File: src/rtl/down_cnt_pkg.sv
// Shared types and limits for the down counter/timer.
package down_cnt_pkg;

    typedef enum logic {IDLE = 1'b0, RUN = 1'b1} down_cnt_state_t;

    localparam int DOWN_CNT_MIN_WIDTH = 2;

endpackage

File: src/rtl/tff_n.sv
// T flip-flop toggle cell with asynchronous active-low reset to 0.
module tff_n (
    input  logic T,
    input  logic clk,
    input  logic reset_n,
    output logic Q
);

    logic q_q;
    logic q_d;

    always_comb begin
        q_d = q_q ^ T;
    end

    always_ff @(posedge clk or negedge reset_n) begin
        if (!reset_n) begin
            q_q <= 1'b0;
        end else begin
            q_q <= q_d;
        end
    end

    assign Q = q_q;

endmodule

File: src/rtl/down_counter_tff.sv
// Programmable down counter/timer built from T flip-flop cells, with expiry pulse and auto-reload.
// Define DOWN_CNT_FREERUN_EN to let the count decrement (and wrap) while IDLE.
module down_counter_tff
    import down_cnt_pkg::*;
#(
    parameter int WIDTH = 4
) (
    input  logic             clk,
    input  logic             reset_n,
    input  logic             load,
    input  logic [WIDTH-1:0] load_val,
    input  logic             en,
    input  logic             auto_reload,
    output logic [WIDTH-1:0] count,
    output logic             busy,
    output logic             zero,
    output logic             tc
);

    if (WIDTH < DOWN_CNT_MIN_WIDTH) begin : g_width_check
        $error("down_counter_tff: WIDTH must be at least %0d", DOWN_CNT_MIN_WIDTH);
    end

    down_cnt_state_t  state_q, state_d;
    logic [WIDTH-1:0] reload_q, reload_d;
    logic             tc_q, tc_d;

    logic [WIDTH-1:0] count_q;
    logic [WIDTH-1:0] count_d;
    logic [WIDTH-1:0] borrow_t;
    logic [WIDTH-1:0] count_dec;
    logic [WIDTH-1:0] cell_t;

    // Borrow chain: a bit toggles when every lower bit is already 0.
    always_comb begin
        borrow_t[0] = 1'b1;
        for (int i = 1; i < WIDTH; i++) begin
            borrow_t[i] = borrow_t[i-1] & ~count_q[i-1];
        end
        count_dec = count_q ^ borrow_t;
    end

    always_comb begin
        state_d  = state_q;
        reload_d = reload_q;
        tc_d     = 1'b0;
        count_d  = count_q;

        if (load) begin
            count_d = load_val;
            if (load_val != '0) begin
                reload_d = load_val;
                state_d  = RUN;
            end else begin
                state_d = IDLE;
                tc_d    = 1'b1;
            end
        end else if (state_q == RUN && en) begin
            if (count_q == WIDTH'(1)) begin
                tc_d = 1'b1;
                if (auto_reload) begin
                    count_d = reload_q;
                end else begin
                    count_d = '0;
                    state_d = IDLE;
                end
            end else begin
                count_d = count_dec;
            end
        end
`ifdef DOWN_CNT_FREERUN_EN
        else if (state_q == IDLE && en) begin
            count_d = count_dec;
        end
`endif
    end

    // Parallel writes (load, reload, clear) are folded into the cells as T = Q ^ D.
    assign cell_t = count_q ^ count_d;

    for (genvar i = 0; i < WIDTH; i++) begin : g_cell
        tff_n u_tff (
            .T       (cell_t[i]),
            .clk     (clk),
            .reset_n (reset_n),
            .Q       (count_q[i])
        );
    end

    always_ff @(posedge clk or negedge reset_n) begin
        if (!reset_n) begin
            state_q  <= IDLE;
            reload_q <= '0;
            tc_q     <= 1'b0;
        end else begin
            state_q  <= state_d;
            reload_q <= reload_d;
            tc_q     <= tc_d;
        end
    end

    assign count = count_q;
    assign busy  = (state_q == RUN);
    assign zero  = (count_q == '0);
    assign tc    = tc_q;

endmodule

File: config.mk
export PLATFORM = sky130hd
export DESIGN_NAME = down_counter_tff
export DESIGN_NICKNAME = d
export VERILOG_FILES = /design/src/rtl/down_cnt_pkg.sv /design/src/rtl/tff_n.sv /design/src/rtl/down_counter_tff.sv
export SDC_FILE = /design/constraint.sdc
export NUM_CORES = 1
export LEC_CHECK = 0
export ABC_AREA = 0
export CAP_MARGIN = 20
export CORE_AREA = 8 8 45 47
export CTS_BUF_LIST = sky130_fd_sc_hd__clkbuf_8
export DETAILED_ROUTE_END_ITERATION = 12
export DIE_AREA = 0 0 53 55
export PLACE_DENSITY = 0.85
export SLEW_MARGIN = 20
export SYNTH_ARGS = -nofsm -noshare
export SYNTH_HDL_FRONTEND = slang
export SYNTH_SLANG_ARGS = --single-unit
File: constraint.sdc
create_clock -name clk -period 2.16 [get_ports clk]
set_input_delay 0.216 -clock clk [delete_from_list [all_inputs] [get_ports clk]]
set_output_delay 0.216 -clock clk [all_outputs]
set_load 0.02 [all_outputs]
### Word-level counts from Yosys, hierarchy flattened

Index checks and enable logic that the tools add are counted.

* flip-flop bits (word level): 10
* input bits: 9
* output and inout port bits: 7
* word-level logic and storage cells: 40

* equality and inequality tests: 2
* muxes and demuxes: 13
* bitwise logic cells: 11
* reduce and logical (&&, ||, !) cells: 7

Operators with widths (number)
* 2-to-1 mux 4 bit: 4
* 2-to-1 mux 1 bit: 9
* XOR 4 bit: 2
* equality test 4 x 1 -> 1 bit (second input constant): 1
* zero test 4 bit: 1
* nonzero test 2 bit: 2
* nonzero test 4 bit: 1
* XOR 1 bit: 4
* inverter 1 bit: 3
* AND reduction 3 bit: 1
* AND 1 bit: 2
* inequality test 2 bit (second input constant): 1
* AND reduction 2 bit: 1
* logical AND 1 bit: 1

### Logic depth before layout (Yosys ltp)

Gate-level depths: netlist (run 1).

* word-level depth: 9
* depth in mapped cells: 6
* depth with buffers taken out: 6

### By module

A second synthesis (run 1) with hierarchy kept.

* cell total of the unflattened synthesis: 65
* area, all modules: 645.6 sq um

By module, submodules not included
* down_counter_tff: times used 1, cells each 57, area an instance 510.5 sq um, seq. area each 150.1 sq um
* tff_n: times used 4, cells each 2, area an instance 33.8 sq um, seq. area each 25.0 sq um

### Worst setup path after synthesis (run 1)

Ideal clock, no wire load.

* path kind: register to register
* start point: register g_cell[1].u_tff.q_q
* end point: register g_cell[0].u_tff.q_q
* library setup time: 92 ps
* arrival: 1501 ps
* required time: 2068 ps
* path slack: 567 ps
* cell stages (with the launch flop): 6
* path buffers: 0
* period minus slack after synthesis: 1593 ps
* cell sequence: dfrtp_1 -> inv_1 -> ha_1 -> or3b_4 -> mux2_4 -> o31ai_2

* cells in the longest elaborated chain, start to end: 6

RTL lines
* from (decl): line tff_n.sv:9 `logic q_q;`
* from (signal assigned): line tff_n.sv:20 `q_q <= q_d;`
* equality test 4 x 1 -> 1 bit: line down_counter_tff.sv:59 `if (count_q == WIDTH'(1)) begin`
* 2-to-1 mux 4 bit: line down_counter_tff.sv:59
* 2-to-1 mux 4 bit: line down_counter_tff.sv:58 `end else if (state_q == RUN && en) begin`
* 2-to-1 mux 4 bit: line down_counter_tff.sv:49 `if (load) begin`
* XOR 4 bit: line down_counter_tff.sv:79 `assign cell_t = count_q ^ count_d;`
* XOR 1 bit: line tff_n.sv:13 `q_d = q_q ^ T;`
* named net g_cell[0].u_tff.q_d: line tff_n.sv:10 `logic q_d;`
* to (signal assigned): line tff_n.sv:20
* to (decl): line tff_n.sv:9

The timed path passes the listed nets, and every way through them passes these cells.
A chain may end at the register's enable or synchronous reset.

### Worst setup path after layout (run 1)

* start point: register g_cell[0].u_tff.q_q
* end point: output port zero

* cells in the longest elaborated chain, start to end: 1

RTL lines
* zero test 4 bit: line down_counter_tff.sv:104 `assign zero = (count_q == '0);`
* to (decl): line down_counter_tff.sv:16 `output logic zero,`

No other way between the ends.

==> results of run 1 <==
routing by layer:
metal / GRT usage / wire length [µm]
met1: 0.1188 / 591
met2: 0.1699 / 663
met3: 0.02139 / 79
met4: 0.09052 / 38
met5: 0 / 0
stage by stage:
step / setup slack (ns) / utilization / instance area (µm²)
floorplan: 0.5667 / - / 588.1
global placement: 0.5055 / 0.5289 / 732.0
detailed placement: 0.4673 / 0.5289 / 732.0
CTS: 0.2886 / 0.5687 / 787.0
global route: 0.2381 / 0.5687 / 787.0
finish: 0.3003 / 0.5687 / 787.0
final cells by class:
cell class / count / area [µm²]
fillers: 131 / 596.8
multi-input cells: 37 / 277.8
flip-flops and latches: 10 / 250.2
repair buffers: 16 / 157.7
clock buffers: 4 / 55.05
inverters: 7 / 26.28
well taps: 16 / 20.02
final timing paths:
kind	startpoint	to	slack (ns)	cells past startpoint
worst max-delay path	g_cell[0].u_tff.Q$_DFF_PN0_	zero	0.30	4
worst min-delay path	reset_n	g_cell[3].u_tff.Q$_DFF_PN0_	0.30	1
worst max register to register	g_cell[1].u_tff.Q$_DFF_PN0_	g_cell[0].u_tff.Q$_DFF_PN0_	0.45	5
worst min register to register	reload_q[1]$_DFFE_PN0P_	reload_q[1]$_DFFE_PN0P_	0.49	2
max in group asynchronous	reset_n	busy$_DFFE_PN0P_	1.54	1
min in group clk	reload_q[1]$_DFFE_PN0P_	reload_q[1]$_DFFE_PN0P_	0.49	2
worst register-to-register path, stage by stage (launching register included):
cell and delay [ns]:
dfrtp_1 0.39, inv_1 0.08, ha_1 0.20, or3b_4 0.43, mux2_4 0.32, o31ai_2 0.20
registers in the layout, indices dropped and copies added, names as in the netlist:
| register | count |
|---|---|
| g_cell.u_tff.Q | 4 |
| tc | 1 |
| reload_q | 4 |
| busy | 1 |
cells in the mapped netlist:
cell / count / area share
a41o_1: 1 / 0.017
a22o_1: 1 / 0.015
and2_1: 2 / 0.021
o31ai_1: 3 / 0.038
o21ai_0: 1 / 0.0085
o2bb2a_1: 1 / 0.017
or3b_4: 1 / 0.019
o311ai_0: 1 / 0.015
nand2b_1: 1 / 0.011
clkbuf_1: 1 / 0.0064
a221oi_1: 2 / 0.030
a31oi_1: 1 / 0.011
inv_1: 7 / 0.045
and3_1: 1 / 0.011
nand2_1: 9 / 0.057
o41ai_1: 1 / 0.015
mux2_4: 1 / 0.026
and4b_1: 1 / 0.017
ha_1: 3 / 0.064
and4bb_2: 1 / 0.021
a21o_1: 1 / 0.013
a21oi_1: 3 / 0.026
o31ai_2: 1 / 0.021
dfrtp_1: 10 / 0.43
buf_4: 4 / 0.051
power breakdown:
group / internal (µW) / leakage (µW) / switching [µW]
Combinational: 75.1 / 0.000224 / 71.6
Sequential: 207 / 0.000120 / 20.4
Clock: 161 / 0.0000288 / 77.3
logic make-up after synthesis:
family,count (synthesis),share of synthesized area
AO/OA/AOI/OAI,17,0.2255
AND/OR/NAND/NOR,16,0.1574
buffers and inverters,12,0.1021
flip-flops,10,0.4255
adder cells (fa/ha/maj),3,0.06384
multiplexers,1,0.02552
==> impl_metrics.ini, run 1 <==
[run_status]
outcome = finished clean

[timing]
max-slew-margin-rel = 0.6837
fin_crit_ns = 1.860
skew_ns = 0.001476
hold_slack_ns = 0.3002
finalSetupTns_ns = 0
finalCritPeriodShare = 0.8610
hold_violations = 0
slew_viol_final = 0
rsz0062_at_grt = false
finalSetupViolCount = 0
fmax_ghz = 0.5377
worst_pin_slew_ns = 0.4729

[yosys]
ys_ff_latch = 10
synth.avg_cell_area_um2 = 9.967
yosysWarnings = 0
synth.distinct_cells = 25
yosysSeqAreaShare = 0.4255
synth_cells = 59
synth_nets = 71
netlist_area_um2 = 588.1

[clock_tree]
clk_path_buf_depth = 2
clk_latency_ns = 0.24
clk_pin_slew_worst_paths_ns = 0.05
cts_tree = yes
cts-root-buf = clkbuf_8
cts_resized = 0
hold_buffers = 0
clock_sinks = 10
cts_made_buffers = 3
post_cts_buffers = 0
cts_htree_levels = 1

[worst_setup_path]
cp_cell_sequence = inv_1, ha_1, and3_1, clkdlybuf4s50_1
arrival_ns = 1.64
start_kind = flip-flop
crit_family = buffers and inverters
required_ns = 1.94
worstSetupPathType = reg2out
crit_path_top_delay_cell = clkdlybuf4s50_1
path_buf_inv = 2
crit_fanout = 5
cp_slowest_stage_delay_ns = 0.59
cp-end-kind = primary output

[finish]
final_cell_mix = clkdlybuf4s50_1 (15), dfrtp_1 (10), nand2_1 (9), inv_1 (7), clkbuf_8 (4)
stdcell_count = 90
insertedDiodeCount = 0
layout-drive-gt1-share = 0.1216
nets = 87
final_common_cell = clkdlybuf4s50_1
area_growth_pct = 33.83

[worst_hold_path]
hp-class = in2async

[die]
rows = 14
io_pins = 16
die-height_um = 55
fp.dieW_um = 53
core_region_area_um2 = 1384
start_util = 0.4250
dieArea_um2 = 2915

[route]
ant_nets = 0
route.detailed.drc = 0
first_iter_violations = 5
first_pass_iters = 4
wl_um = 1372
via_per_inst = 5.678
wl_per_cell_um = 15.24
num_vias = 511

[power]
vdd_drop_max_mv = 0.4041
p_per_area_nw_per_um2 = 777.6
leakagePower_uw = 0.0003729
total_power_uw = 612.0

[global_routing]
antenna_found_initial = 0
grt_pass1_vias = 519
grt.overflow.total = 0
grtUsageTotal = 0.1060
grt_max_degree = 12
grt_pass1_wl_um = 2263

[placement]
dp.cells = 86
globalplace.congestion = 0.8242
portBuffers = 15

[job]
cap_viol_max_count = 0
Power figures use the tool's default switching activity.
==> run 2: changes to the inputs <==
==> constraint.sdc (replaced) <==
create_clock -name clk -period 2.3 [get_ports clk]
set_input_delay 0.23 -clock clk [delete_from_list [all_inputs] [get_ports clk]]
set_output_delay 0.23 -clock clk [all_outputs]
set_load 0.02 [all_outputs]
==> impl_metrics.ini, run 2 (synthesis results as in run 1) <==
[run_status]
outcome = finished clean

[worst_setup_path]
start_kind = flip-flop
rr_startpoint = g_cell[1].u_tff.Q$_DFF_PN0_
path_buf_inv = 2
required_ns = 2.07
cp_slowest_stage_delay_ns = 0.59
ff2ff_setup_slack_ns = 0.57
crit_path_top_delay_cell = clkdlybuf4s50_1
worstSetupPathType = reg2out
cp-end-kind = primary output
cp_cell_sequence = inv_1, ha_1, and3_1, clkdlybuf4s50_1
crit_family = buffers and inverters
startpoint = g_cell[0].u_tff.Q$_DFF_PN0_
timing.rr.end = g_cell[0].u_tff.Q$_DFF_PN0_
crit_fanout = 5
ff2ff_path_depth = 5
arrival_ns = 1.64

[route]
num_vias = 499
wl_per_cell_um = 14.67
route.detailed.drc = 0
wl_um = 1306
ant_nets = 0
via_per_inst = 5.607
first_pass_iters = 4
first_iter_violations = 9

[timing]
slew_viol_final = 0
finalCritPeriodShare = 0.8146
max-slew-margin-rel = 0.6861
fmax_ghz = 0.5337
rsz0062_at_grt = false
hold_slack_ns = 0.3238
skew_ns = 0.002973
worst_pin_slew_ns = 0.4694
fin_crit_ns = 1.874
finalSetupViolCount = 0
hold_violations = 0
finalSetupTns_ns = 0

[finish]
insertedDiodeCount = 0
area_growth_pct = 31.49
layout-drive-gt1-share = 0.1096
fin_util = 0.5588
nets = 87
n_fill_cell = 123
final_common_cell = clkdlybuf4s50_1
stdcell_count = 89
final_cell_mix = clkdlybuf4s50_1 (15), dfrtp_1 (10), nand2_1 (9), inv_1 (7)

[global_routing]
grt.overflow.total = 0
grt_pass1_wl_um = 2118
antenna_found_initial = 0
grt_max_degree = 12
grtUsageTotal = 0.09813
grt_pass1_vias = 469

[clock_tree]
clk_pin_slew_worst_paths_ns = 0.05
cts_made_buffers = 3
cts_htree_levels = 1
clk_latency_ns = 0.23
post_cts_buffers = 0
cts-root-buf = clkbuf_8
clk_path_buf_depth = 2
clock_sinks = 10
cts_resized = 0
hold_buffers = 0
cts_tree = yes

[die]
rows = 14
fp.dieW_um = 53
core_region_area_um2 = 1384
io_pins = 16
start_util = 0.4250
dieArea_um2 = 2915
die-height_um = 55

[power]
leakagePower_uw = 0.0003657
vdd_drop_max_mv = 0.3425
p_per_area_nw_per_um2 = 680.0
total_power_uw = 525.8

[worst_hold_path]
hp-class = in2async

[job]
cap_viol_max_count = 0

[placement]
portBuffers = 15
dp.cells = 86
hpwl_um = 1025
globalplace.congestion = 0.8191
[run 2: changes by cell type in the layout (fill, tap and decap cells not counted)]
| cell | delta |
|---|---|
| clkbuf_8 | -1 |
[run 2: layout make-up]
| type | count | area, µm² | share of cell area |
|---|---|---|---|
| clock buffers | 3 | 41.29 | 0.05340 |
| inverters | 7 | 26.28 | 0.03398 |
| multi-input cells | 37 | 277.8 | 0.3592 |
| flip-flops and latches | 10 | 250.2 | 0.3236 |
| well taps | 16 | 20.02 | 0.02589 |
| repair buffers | 16 | 157.7 | 0.2039 |
[run 2: worst max path at each step]
stage | end | slack [ns] | cells past startpoint
floorplan | g_cell[0].u_tff.Q$_DFF_PN0_ | 0.71 | 5
global placement | g_cell[0].u_tff.Q$_DFF_PN0_ | 0.65 | 5
detailed placement | g_cell[0].u_tff.Q$_DFF_PN0_ | 0.60 | 5
CTS | zero | 0.41 | 4
global route | zero | 0.36 | 4
finish | zero | 0.43 | 4
[run 2: routing by layer]
layer,GRT usage,vias up,wire [µm]
li1,-,240,-
met1,0.1262,246,574
met2,0.1445,11,629
met3,0.02139,2,75
met4,0.06466,0,26
met5,0,-,0
[run 2: where the power goes]
group          switching [µW]  internal [µW]  leakage (µW)
Sequential               18.1            195      0.000120
Clock                    61.7            114     0.0000216
Combinational            67.0           70.3      0.000224
Total                     147            379      0.000366
[run 2: through the flow]
| stage | area [µm²] | worst slack [ns] |
|---|---|---|
| finish | 773.2 | 0.4263 |
| global route | 773.2 | 0.3565 |
| CTS | 773.2 | 0.4112 |
| detailed placement | 732.0 | 0.6016 |
| global placement | 732.0 | 0.6524 |
| floorplan | 588.1 | 0.7067 |
